[src/rtl/i2c_cfg_pkg.sv]
// Shared types and constants for the camera I2C configuration sequencer.
package i2c_cfg_pkg;

    localparam int         TIMER_W    = 32;
    localparam logic [7:0] DELAY_MARK = 8'hFF;

    typedef enum logic [3:0] {
        PWR_WAIT,
        FETCH,
        LOAD,
        REQ,
        WAIT_ACK,
        NEXT,
        DELAY,
        DONE,
        ERR
    } state_e;

endpackage

[src/rtl/i2c_cfg_sequencer_if.sv]
// Table-ROM, I2C-sender and status signals of the configuration sequencer.
interface i2c_cfg_sequencer_if #(
    parameter int IDX_W = 8
);
    logic             cfg_start;
    logic [IDX_W-1:0] lut_addr;
    logic [31:0]      lut_data;
    logic [31:0]      cfg_data;
    logic             i2c_req;
    logic             i2c_ack;
    logic             cfg_busy;
    logic             cfg_done;
    logic             cfg_err;

    modport master (
        input  cfg_start, lut_data, i2c_ack,
        output lut_addr, cfg_data, i2c_req, cfg_busy, cfg_done, cfg_err
    );

    modport slave (
        output cfg_start, lut_data, i2c_ack,
        input  lut_addr, cfg_data, i2c_req, cfg_busy, cfg_done, cfg_err
    );
endinterface

[src/rtl/cfg_timer.sv]
// Up-counter with synchronous clear and a terminal-count match; shared by the
// power-up wait, the ack timeout and the delay command.
module cfg_timer
    import i2c_cfg_pkg::*;
(
    input  logic               clk_100,
    input  logic               rst_100,
    input  logic               clr_i,
    input  logic               en_i,
    input  logic [TIMER_W-1:0] term_i,
    output logic               match_o
);

    logic [TIMER_W-1:0] count_q;

    always_ff @(posedge clk_100 or negedge rst_100) begin
        if (!rst_100) begin
            count_q <= '0;
        end else if (clr_i) begin
            count_q <= '0;
        end else if (en_i) begin
            count_q <= count_q + 1'b1;
        end
    end

    assign match_o = (count_q == term_i);

endmodule

[src/rtl/i2c_cfg_sequencer.sv]
// Walks the camera register table and hands each word to the I2C write engine.
// Optional delay commands (0xFF-prefixed words) are enabled by CFG_DELAY_EN.
module i2c_cfg_sequencer
    import i2c_cfg_pkg::*;
#(
    parameter int CFG_NUM       = 64,
    parameter int IDX_W         = 8,
    parameter int PWR_UP_CYCLES = 2000000,
    parameter int ACK_TIMEOUT   = 1000000,
    parameter int DELAY_UNIT    = 100000
) (
    input  logic                  clk_100,
    input  logic                  rst_100,
    i2c_cfg_sequencer_if.master   bus
);

    localparam logic [TIMER_W-1:0] PWR_TERM = TIMER_W'(PWR_UP_CYCLES - 1);
    localparam logic [TIMER_W-1:0] ACK_TERM = TIMER_W'(ACK_TIMEOUT - 1);
    localparam logic [IDX_W-1:0]   LAST_IDX = IDX_W'(CFG_NUM - 1);

    state_e             state_q, state_d;
    logic [IDX_W-1:0]   index_q, index_d;
    logic [IDX_W-1:0]   lut_addr_q;
    logic [31:0]        cfg_data_q;
    logic               req_q, busy_q, done_q, err_q;

    logic               tmr_clr, tmr_en, tmr_match;
    logic [TIMER_W-1:0] tmr_term;

`ifdef CFG_DELAY_EN
    logic [TIMER_W-1:0] delay_cycles, delay_term;

    // A zero-length delay still spends one cycle in DELAY.
    assign delay_cycles = TIMER_W'(cfg_data_q[15:0]) * TIMER_W'(DELAY_UNIT);
    assign delay_term   = (delay_cycles == '0) ? '0 : delay_cycles - 1'b1;
`endif

    cfg_timer u_timer (
        .clk_100 (clk_100),
        .rst_100 (rst_100),
        .clr_i   (tmr_clr),
        .en_i    (tmr_en),
        .term_i  (tmr_term),
        .match_o (tmr_match)
    );

    always_comb begin
        state_d  = state_q;
        index_d  = index_q;
        tmr_clr  = 1'b0;
        tmr_en   = 1'b0;
        tmr_term = PWR_TERM;
        case (state_q)
            PWR_WAIT: begin
                tmr_en = 1'b1;
                if (tmr_match) state_d = FETCH;
            end
            FETCH: begin
                tmr_clr = 1'b1;
                state_d = LOAD;
            end
            LOAD: begin
                tmr_clr = 1'b1;
`ifdef CFG_DELAY_EN
                state_d = (bus.lut_data[31:24] == DELAY_MARK) ? DELAY : REQ;
`else
                state_d = REQ;
`endif
            end
            // The timeout window opens on the request cycle itself.
            REQ: begin
                tmr_en   = 1'b1;
                tmr_term = ACK_TERM;
                state_d  = WAIT_ACK;
            end
            WAIT_ACK: begin
                tmr_en   = 1'b1;
                tmr_term = ACK_TERM;
                if (bus.i2c_ack)    state_d = NEXT;
                else if (tmr_match) state_d = ERR;
            end
            NEXT: begin
                tmr_clr = 1'b1;
                if (index_q == LAST_IDX) begin
                    state_d = DONE;
                end else begin
                    index_d = index_q + 1'b1;
                    state_d = FETCH;
                end
            end
`ifdef CFG_DELAY_EN
            DELAY: begin
                tmr_en   = 1'b1;
                tmr_term = delay_term;
                if (tmr_match) state_d = NEXT;
            end
`endif
            DONE, ERR: begin
                tmr_clr = 1'b1;
                if (bus.cfg_start) begin
                    index_d = '0;
                    state_d = FETCH;
                end
            end
            default: state_d = PWR_WAIT;
        endcase
    end

    // Outputs are registered from the next state so they align with the state.
    always_ff @(posedge clk_100 or negedge rst_100) begin
        if (!rst_100) begin
            state_q    <= PWR_WAIT;
            index_q    <= '0;
            lut_addr_q <= '0;
            cfg_data_q <= '0;
            req_q      <= 1'b0;
            busy_q     <= 1'b0;
            done_q     <= 1'b0;
            err_q      <= 1'b0;
        end else begin
            state_q <= state_d;
            index_q <= index_d;
            if (state_d == FETCH) lut_addr_q <= index_d;
            if (state_q == LOAD)  cfg_data_q <= bus.lut_data;
            req_q  <= (state_d == REQ);
            busy_q <= !((state_d == DONE) || (state_d == ERR));
            done_q <= (state_d == DONE);
            err_q  <= (state_d == ERR);
        end
    end

    assign bus.lut_addr = lut_addr_q;
    assign bus.cfg_data = cfg_data_q;
    assign bus.i2c_req  = req_q;
    assign bus.cfg_busy = busy_q;
    assign bus.cfg_done = done_q;
    assign bus.cfg_err  = err_q;

endmodule

[src/flat_wrapper.sv]
// flat-port wrapper written by rule: the top's interface ports become plain ports
module i2c_cfg_sequencer_flat import i2c_cfg_pkg::*;
#(
    parameter int CFG_NUM       = 64,
    parameter int IDX_W         = 8,
    parameter int PWR_UP_CYCLES = 2000000,
    parameter int ACK_TIMEOUT   = 1000000,
    parameter int DELAY_UNIT    = 100000
)
  (clk_100, rst_100, bus_cfg_start, bus_lut_data, bus_i2c_ack, bus_lut_addr, bus_cfg_data, bus_i2c_req, bus_cfg_busy, bus_cfg_done, bus_cfg_err);
  i2c_cfg_sequencer_if #(.IDX_W(IDX_W)) bus_i ();
  input  logic clk_100;
  input  logic rst_100;
  input wire logic [$bits(bus_i.cfg_start)-1:0] bus_cfg_start;
  input wire logic [$bits(bus_i.lut_data)-1:0] bus_lut_data;
  input wire logic [$bits(bus_i.i2c_ack)-1:0] bus_i2c_ack;
  output wire logic [$bits(bus_i.lut_addr)-1:0] bus_lut_addr;
  output wire logic [$bits(bus_i.cfg_data)-1:0] bus_cfg_data;
  output wire logic [$bits(bus_i.i2c_req)-1:0] bus_i2c_req;
  output wire logic [$bits(bus_i.cfg_busy)-1:0] bus_cfg_busy;
  output wire logic [$bits(bus_i.cfg_done)-1:0] bus_cfg_done;
  output wire logic [$bits(bus_i.cfg_err)-1:0] bus_cfg_err;
  assign bus_i.cfg_start = bus_cfg_start;
  assign bus_i.lut_data = bus_lut_data;
  assign bus_i.i2c_ack = bus_i2c_ack;
  assign bus_lut_addr = bus_i.lut_addr;
  assign bus_cfg_data = bus_i.cfg_data;
  assign bus_i2c_req = bus_i.i2c_req;
  assign bus_cfg_busy = bus_i.cfg_busy;
  assign bus_cfg_done = bus_i.cfg_done;
  assign bus_cfg_err = bus_i.cfg_err;
  i2c_cfg_sequencer #(.CFG_NUM(CFG_NUM), .IDX_W(IDX_W), .PWR_UP_CYCLES(PWR_UP_CYCLES), .ACK_TIMEOUT(ACK_TIMEOUT), .DELAY_UNIT(DELAY_UNIT)) u_core (.clk_100(clk_100), .rst_100(rst_100), .bus(bus_i));
endmodule
[config.mk]
export PLATFORM = sky130hd
export DESIGN_NAME = i2c_cfg_sequencer_flat
export DESIGN_NICKNAME = d
export VERILOG_FILES = /design/src/rtl/i2c_cfg_pkg.sv /design/src/rtl/i2c_cfg_sequencer_if.sv /design/src/rtl/cfg_timer.sv /design/src/rtl/i2c_cfg_sequencer.sv /design/src/flat_wrapper.sv
export SDC_FILE = /design/constraint.sdc
export NUM_CORES = 1
export LEC_CHECK = 0
export BUFFER_PORTS_ARGS = -buffer_cell sky130_fd_sc_hd__buf_2
export CORE_MARGIN = 2
export CORE_UTILIZATION = 60
export DETAILED_ROUTE_END_ITERATION = 8
export PLACE_DENSITY = 0.92
export SLEW_MARGIN = 20
export SYNTH_ARGS = -nofsm -noshare
export SYNTH_HDL_FRONTEND = slang
export SYNTH_HIERARCHICAL = 1
export SYNTH_SLANG_ARGS = --single-unit
[constraint.sdc]
create_clock -name clk_100 -period 5.85 [get_ports clk_100]
set_clock_uncertainty 0.1 [all_clocks]
set_input_delay 0.2925 -clock clk_100 [delete_from_list [all_inputs] [get_ports clk_100]]
set_output_delay 0.2925 -clock clk_100 [all_outputs]
set_load 0.02 [all_outputs]
After elaboration in Yosys (flattened, before gate mapping)

Cells that the tools add are included.

Register bits: 88
Input port bits: 36
Logic and storage cells: 46

Equal/unequal tests: 13
Mux-type cells: 14
Add/sub/neg operators: 2
Reductions and logical operators: 8

Operators by type and width:

| kind                                                                  | count |
|---|---|
| 32-bit two-way mux                                                    | 2 |
| 32-bit by 1-bit adder with 32-bit output, second input constant       | 1 |
| 32-bit equality test                                                  | 1 |
| 4-bit case mux with 7 select lines                                    | 1 |
| 21-bit two-way mux                                                    | 1 |
| 4-bit by 3-bit equality test with 1-bit output, second input constant | 4 |
| 4-bit two-way mux                                                     | 4 |
| 8-bit two-way mux                                                     | 2 |
| 8-bit case mux with 2 select lines                                    | 1 |
| 4-bit by 2-bit equality test with 1-bit output, second input constant | 3 |
| 8-bit by 1-bit adder with 8-bit output, second input constant         | 1 |
| 4-bit by 1-bit equality test with 1-bit output, second input constant | 2 |
| 4-bit equality test, second input constant                            | 2 |
| 8-bit by 6-bit equality test with 1-bit output, second input constant | 1 |
| 5-bit OR reduction                                                    | 1 |
| 4-bit zero test                                                       | 1 |
| 2-bit OR reduction                                                    | 2 |
| 3-bit two-way mux                                                     | 1 |
| 3-bit OR reduction                                                    | 1 |
| 1-bit two-way mux                                                     | 2 |
| 2-bit nonzero test                                                    | 1 |
| 1-bit zero test                                                       | 1 |
| 1-bit logical OR                                                      | 1 |

Logic depth before layout (Yosys ltp)

Depth in word-level cells: 10
Depth in mapped cells: 15
Gate-level depth less buffers: 14

Modules after synthesis

Netlist, hierarchy kept.

By module, submodules not included:

| module            | times used | area each (um^2) | cells an instance | sequential area each (um^2) |
|---|---|---|---|---|
| i2c_cfg_sequencer | 1          | 2464.9           | 194               | 1401.3 |
| cfg_timer         | 1          | 2187.1           | 232               | 800.8 |

Worst setup path before layout

OpenSTA, ideal clock, no wires.

Path kind: reg-to-reg
Start point: register u_core.state_q[0]
End point: register u_core.u_timer.count_q[28]
Cell stages (with the launch flop): 12
Slack: 3101 ps
Path buffers: 3
Period minus slack after synthesis: 2749 ps
Data arrival time: 2521 ps
Required time: 5622 ps
Setup time: 128 ps
Path through: dfrtp_1 -> buf_4 -> nor2_1 -> nand2_1 -> a21boi_0 -> o22ai_1 -> buf_6 -> o2111ai_1 -> or3_4 -> buf_6 -> nor4_1 -> mux2_1

Longest elaborated chain between the ends: 4
Elaborated cells on any way between the ends: 14
Those cells by class: eq/ne (7); mux (3); reduce/logical (4)

RTL lines:

| item                                                                         | RTL line                 | RTL |
|---|---|---|
| from (decl)                                                                  | i2c_cfg_sequencer.sv:21  | `state_e state_q, state_d;` |
| from (signal assigned)                                                       | i2c_cfg_sequencer.sv:121 | `state_q <= state_d;` |
| 4-bit by 1-bit equality test with 1-bit output, or another cell as far along | i2c_cfg_sequencer.sv:53  | `case (state_q)` |
| 5-bit OR reduction (no line) (*)                                             | -                        |  |
| 1-bit two-way mux (*)                                                        | i2c_cfg_sequencer.sv:53  |  |
| via u_core.tmr_clr                                                           | i2c_cfg_sequencer.sv:27  | `logic tmr_clr, tmr_en, tmr_match;` |
| 32-bit two-way mux or 2-bit nonzero test (tied branches)                     | -                        |  |
| to (signal assigned)                                                         | cfg_timer.sv:22          | `count_q <= count_q + 1'b1;` |
| to (decl)                                                                    | cfg_timer.sv:14          | `logic [TIMER_W-1:0] count_q;` |

Mark *: on every way through the listed nets, which the timed path passes. The rest lies on a longest branch.
A chain may end at the register's enable or synchronous reset.

Worst setup path in the final report

Start point: register u_core.state_q[2]
End point: register u_core.u_timer.count_q[31]

The elaborated chain is that of the path after synthesis.

==> flow_summary.json <==
{
  "ant_nets": 0,
  "h-tree-depth": 3,
  "detailroute.via_count": 3596,
  "cp.arrival_ns": 3.87,
  "nets": 556,
  "min_to": "u_core/bus.cfg_data[16]",
  "min_period_over_period_pct": 63.5,
  "hold_depth": 2,
  "critPathLaunchType": "flip-flop",
  "dp_slack_ns": 2.22,
  "power_density_nw_per_um2": 434,
  "crit_type": "reg -> reg",
  "routedWlPerCell_microns": 16.1,
  "status": "completed",
  "cts_tree": "done",
  "slew_violations": 0,
  "grt.total_usage_pct": 25.0,
  "setup_ws_ns": 2.14,
  "rows": 32,
  "hold_class": "in -> reg",
  "setup_tns_ns": 0,
  "syn-mean-instance-area_sq_um": 10.9,
  "port_buffers": 79,
  "synth_edf_count": 0,
  "clk_pin_slew_ns": 0.10,
  "first_global_vias": 3574,
  "end_kind": "flip-flop",
  "detail_route.first_pass.iterations": 5,
  "clk_path_buf_depth": 2,
  "core_area_sq_um": 7610,
  "antenna_cells": 0,
  "ir_drop_mv": 0.306,
  "r2r_setup_slack_ns": 2.14,
  "first_iter_violations": 229,
  "r2r_end": "u_core/u_timer/count_q[31]",
  "async_flop_share_pct": 100,
  "critPathMaxFanout": 45,
  "cts.sinks": 88,
  "cts_buffers": 9,
  "grt_max_degree": 58,
  "die_x_microns": 92.1,
  "grt_pass1_wl_mm": 16.8,
  "reg2reg_from": "u_core/state_q[2]",
  "start_util_pct": 61.2,
  "ys_seq_area_share_pct": 47.3,
  "drc": 0,
  "max_cap_violations": 0,
  "io_pins": 80,
  "syn_to_final_growth_pct": 14.4,
  "gp_congestion": 0.869,
  "die_h_microns": 92.1,
  "ys_ff_latch": 88,
  "worstMarginPinSlew_ns": 0.901,
  "leakagePower_uw": 0.00246,
  "rsz0062_at_grt": "false",
  "wl_mm": 10.0,
  "clk_latency_ns": 0.37,
  "synth_cell_types": 62,
  "cts_root_buffer": "clkbuf_8",
  "slew_headroom_pct": 39.8,
  "fmax_ghz": 0.269,
  "final.min_clock_period_ns": 3.71,
  "hold_violations": 0,
  "drive_gt1_share_pct": 31.9,
  "viasPerCell": 5.75,
  "r2r_cells": 9,
  "synth_area_sq_um": 4650,
  "yosys_warnings": 6,
  "synthFlopType": "dfrtp_1",
  "synth_cells": 426,
  "min-delay-start": "bus_lut_data[16]",
  "dp_hpwl_mm": 7.12,
  "required_ns": 6.01,
  "finalSetupViolCount": 0,
  "antenna_found_initial": 0,
  "grt-ovfl-total": 0,
  "dieArea_sq_um": 8470
}
## cells in the final DEF (no fill, tap or decap), types with 3 or more instances in the layout
| cell | instances |
|---|---|
| a21oi_1 | 17 |
| a31oi_1 | 4 |
| and4_1 | 4 |
| buf_2 | 78 |
| buf_4 | 4 |
| clkbuf_8 | 9 |
| conb_1 | 25 |
| dfrtp_1 | 88 |
| inv_1 | 7 |
| mux2_2 | 48 |
| mux2i_1 | 3 |
| nand2_1 | 20 |
| nand3_1 | 21 |
| nand4_1 | 9 |
| nor2_1 | 29 |
| nor2b_1 | 14 |
| nor3_1 | 4 |
| nor4_1 | 16 |
| o2111ai_1 | 3 |
| o21ai_0 | 10 |
| o31ai_1 | 5 |
| o41ai_1 | 3 |
| or2_2 | 3 |
| or3_1 | 6 |
| or4_1 | 4 |
| xnor2_1 | 5 |
| xor2_1 | 36 |
## area by class of cell
type / instances / area [sq um]
Clock inverter: 6 / 52.6
Fill cell: 505 / 2290
Multi-Input combinational cell: 329 / 2350
Timing Repair Buffer: 83 / 430
Inverter: 7 / 26.3
Tap cell: 102 / 128
Sequential cell: 88 / 2200
Clock buffer: 10 / 128
## repair_timing
| item | in CTS | in global routing |
|---|---|---|
| gates resized for setup | 0 | 0 |
| setup buffers | 0 | 0 |
| hold buffers | 1 | 0 |
| hold endpoints to repair | 31 | 0 |
## worst max-delay path by stage
stage          depth (start not counted)                         end               from
2_1_floorplan                         11  u_core/u_timer/count_q[28]  u_core/state_q[0]
3_3_place_gp                           9  u_core/u_timer/count_q[31]  u_core/state_q[2]
3_5_place_dp                           9  u_core/u_timer/count_q[31]  u_core/state_q[2]
4_1_cts                                9  u_core/u_timer/count_q[31]  u_core/state_q[2]
5_1_grt                                9  u_core/u_timer/count_q[25]  u_core/state_q[2]
6_report                               9  u_core/u_timer/count_q[31]  u_core/state_q[2]
## state kept, by name, summed over array words and instances, names as in the netlist, 4 cells and up
| signal | flops |
|---|---|
| u_core/bus.cfg_data | 32 |
| u_core/bus.lut_addr | 8 |
| u_core/index_q | 8 |
| u_core/state_q | 4 |
| u_core/u_timer/count_q | 32 |
## routing by layer
layer | global-route usage, % | share of wire, %
met4 | 9.58 | 2.0
met3 | 5.26 | 4.6
met1 | 30.2 | 40
met2 | 43.8 | 53
met5 | 0 | 0
## metrics by stage
stage	hold slack [ns]	cell area (sq um)	util (%)	std cells	total power, uW
2_1_floorplan	-0.103	4740	-	449	1670
3_3_place_gp	0.160	5130	67.5	608	1860
3_5_place_dp	0.170	5130	67.5	608	1930
4_1_cts	0.0355	5320	70.0	625	2320
5_1_grt	0.0389	5320	70.0	625	2440
6_report	0.0450	5320	70.0	625	2310
## critical path, stage by stage, from the launching register on
cell       delay [ns]
dfrtp_1          0.52
nor2_1           0.24
nand2_1          0.12
a21boi_0         0.17
o22ai_2          0.13
buf_4            0.41
o2111ai_1        0.53
or3_1            0.62
nor4_1           0.37
mux2_2           0.37
## report_power, final
| part | total, uW | internal [uW] | switching (uW) |
|---|---|---|---|
| Combinational | 1000 | 414 | 588 |
| Clock | 390 | 160 | 230 |
| Sequential | 920 | 784 | 136 |
| Total | 2310 | 1360 | 954 |
## kinds of logic after synthesis
kind of cell / share of synthesized area [%]
and+or+nand+nor: 19.4
DFF: 47.3
AOI/OAI and AO/OA: 7.75
muxes: 13.1
xor gates and xnor gates: 7.72
buffers and inverters: 4.03
adders and majority gates: 0.538
other: 0.161
## synthesized netlist by cell type (4+ instances only)
| cell | number | area [sq um] |
|---|---|---|
| dfrtp_1 | 88 | 2200 |
| mux2_2 | 48 | 541 |
| xor2_1 | 36 | 315 |
| nor2_1 | 29 | 109 |
| nand3_1 | 21 | 105 |
| nand2_1 | 20 | 75.1 |
| a21oi_1 | 17 | 85.1 |
| nor4_1 | 16 | 100 |
| nor2b_1 | 14 | 87.6 |
| o21ai_0 | 10 | 50.1 |
| nand4_1 | 9 | 56.3 |
| clkbuf_1 | 7 | 26.3 |
| inv_1 | 7 | 26.3 |
| buf_2 | 6 | 30.0 |
| or3_1 | 6 | 37.5 |
| o31ai_1 | 5 | 37.5 |
| xnor2_1 | 5 | 43.8 |
| a31oi_1 | 4 | 25.0 |
| and4_1 | 4 | 35.0 |
| nor3_1 | 4 | 20.0 |
| or4_1 | 4 | 30.0 |
(Power assumes the default switching activity.)
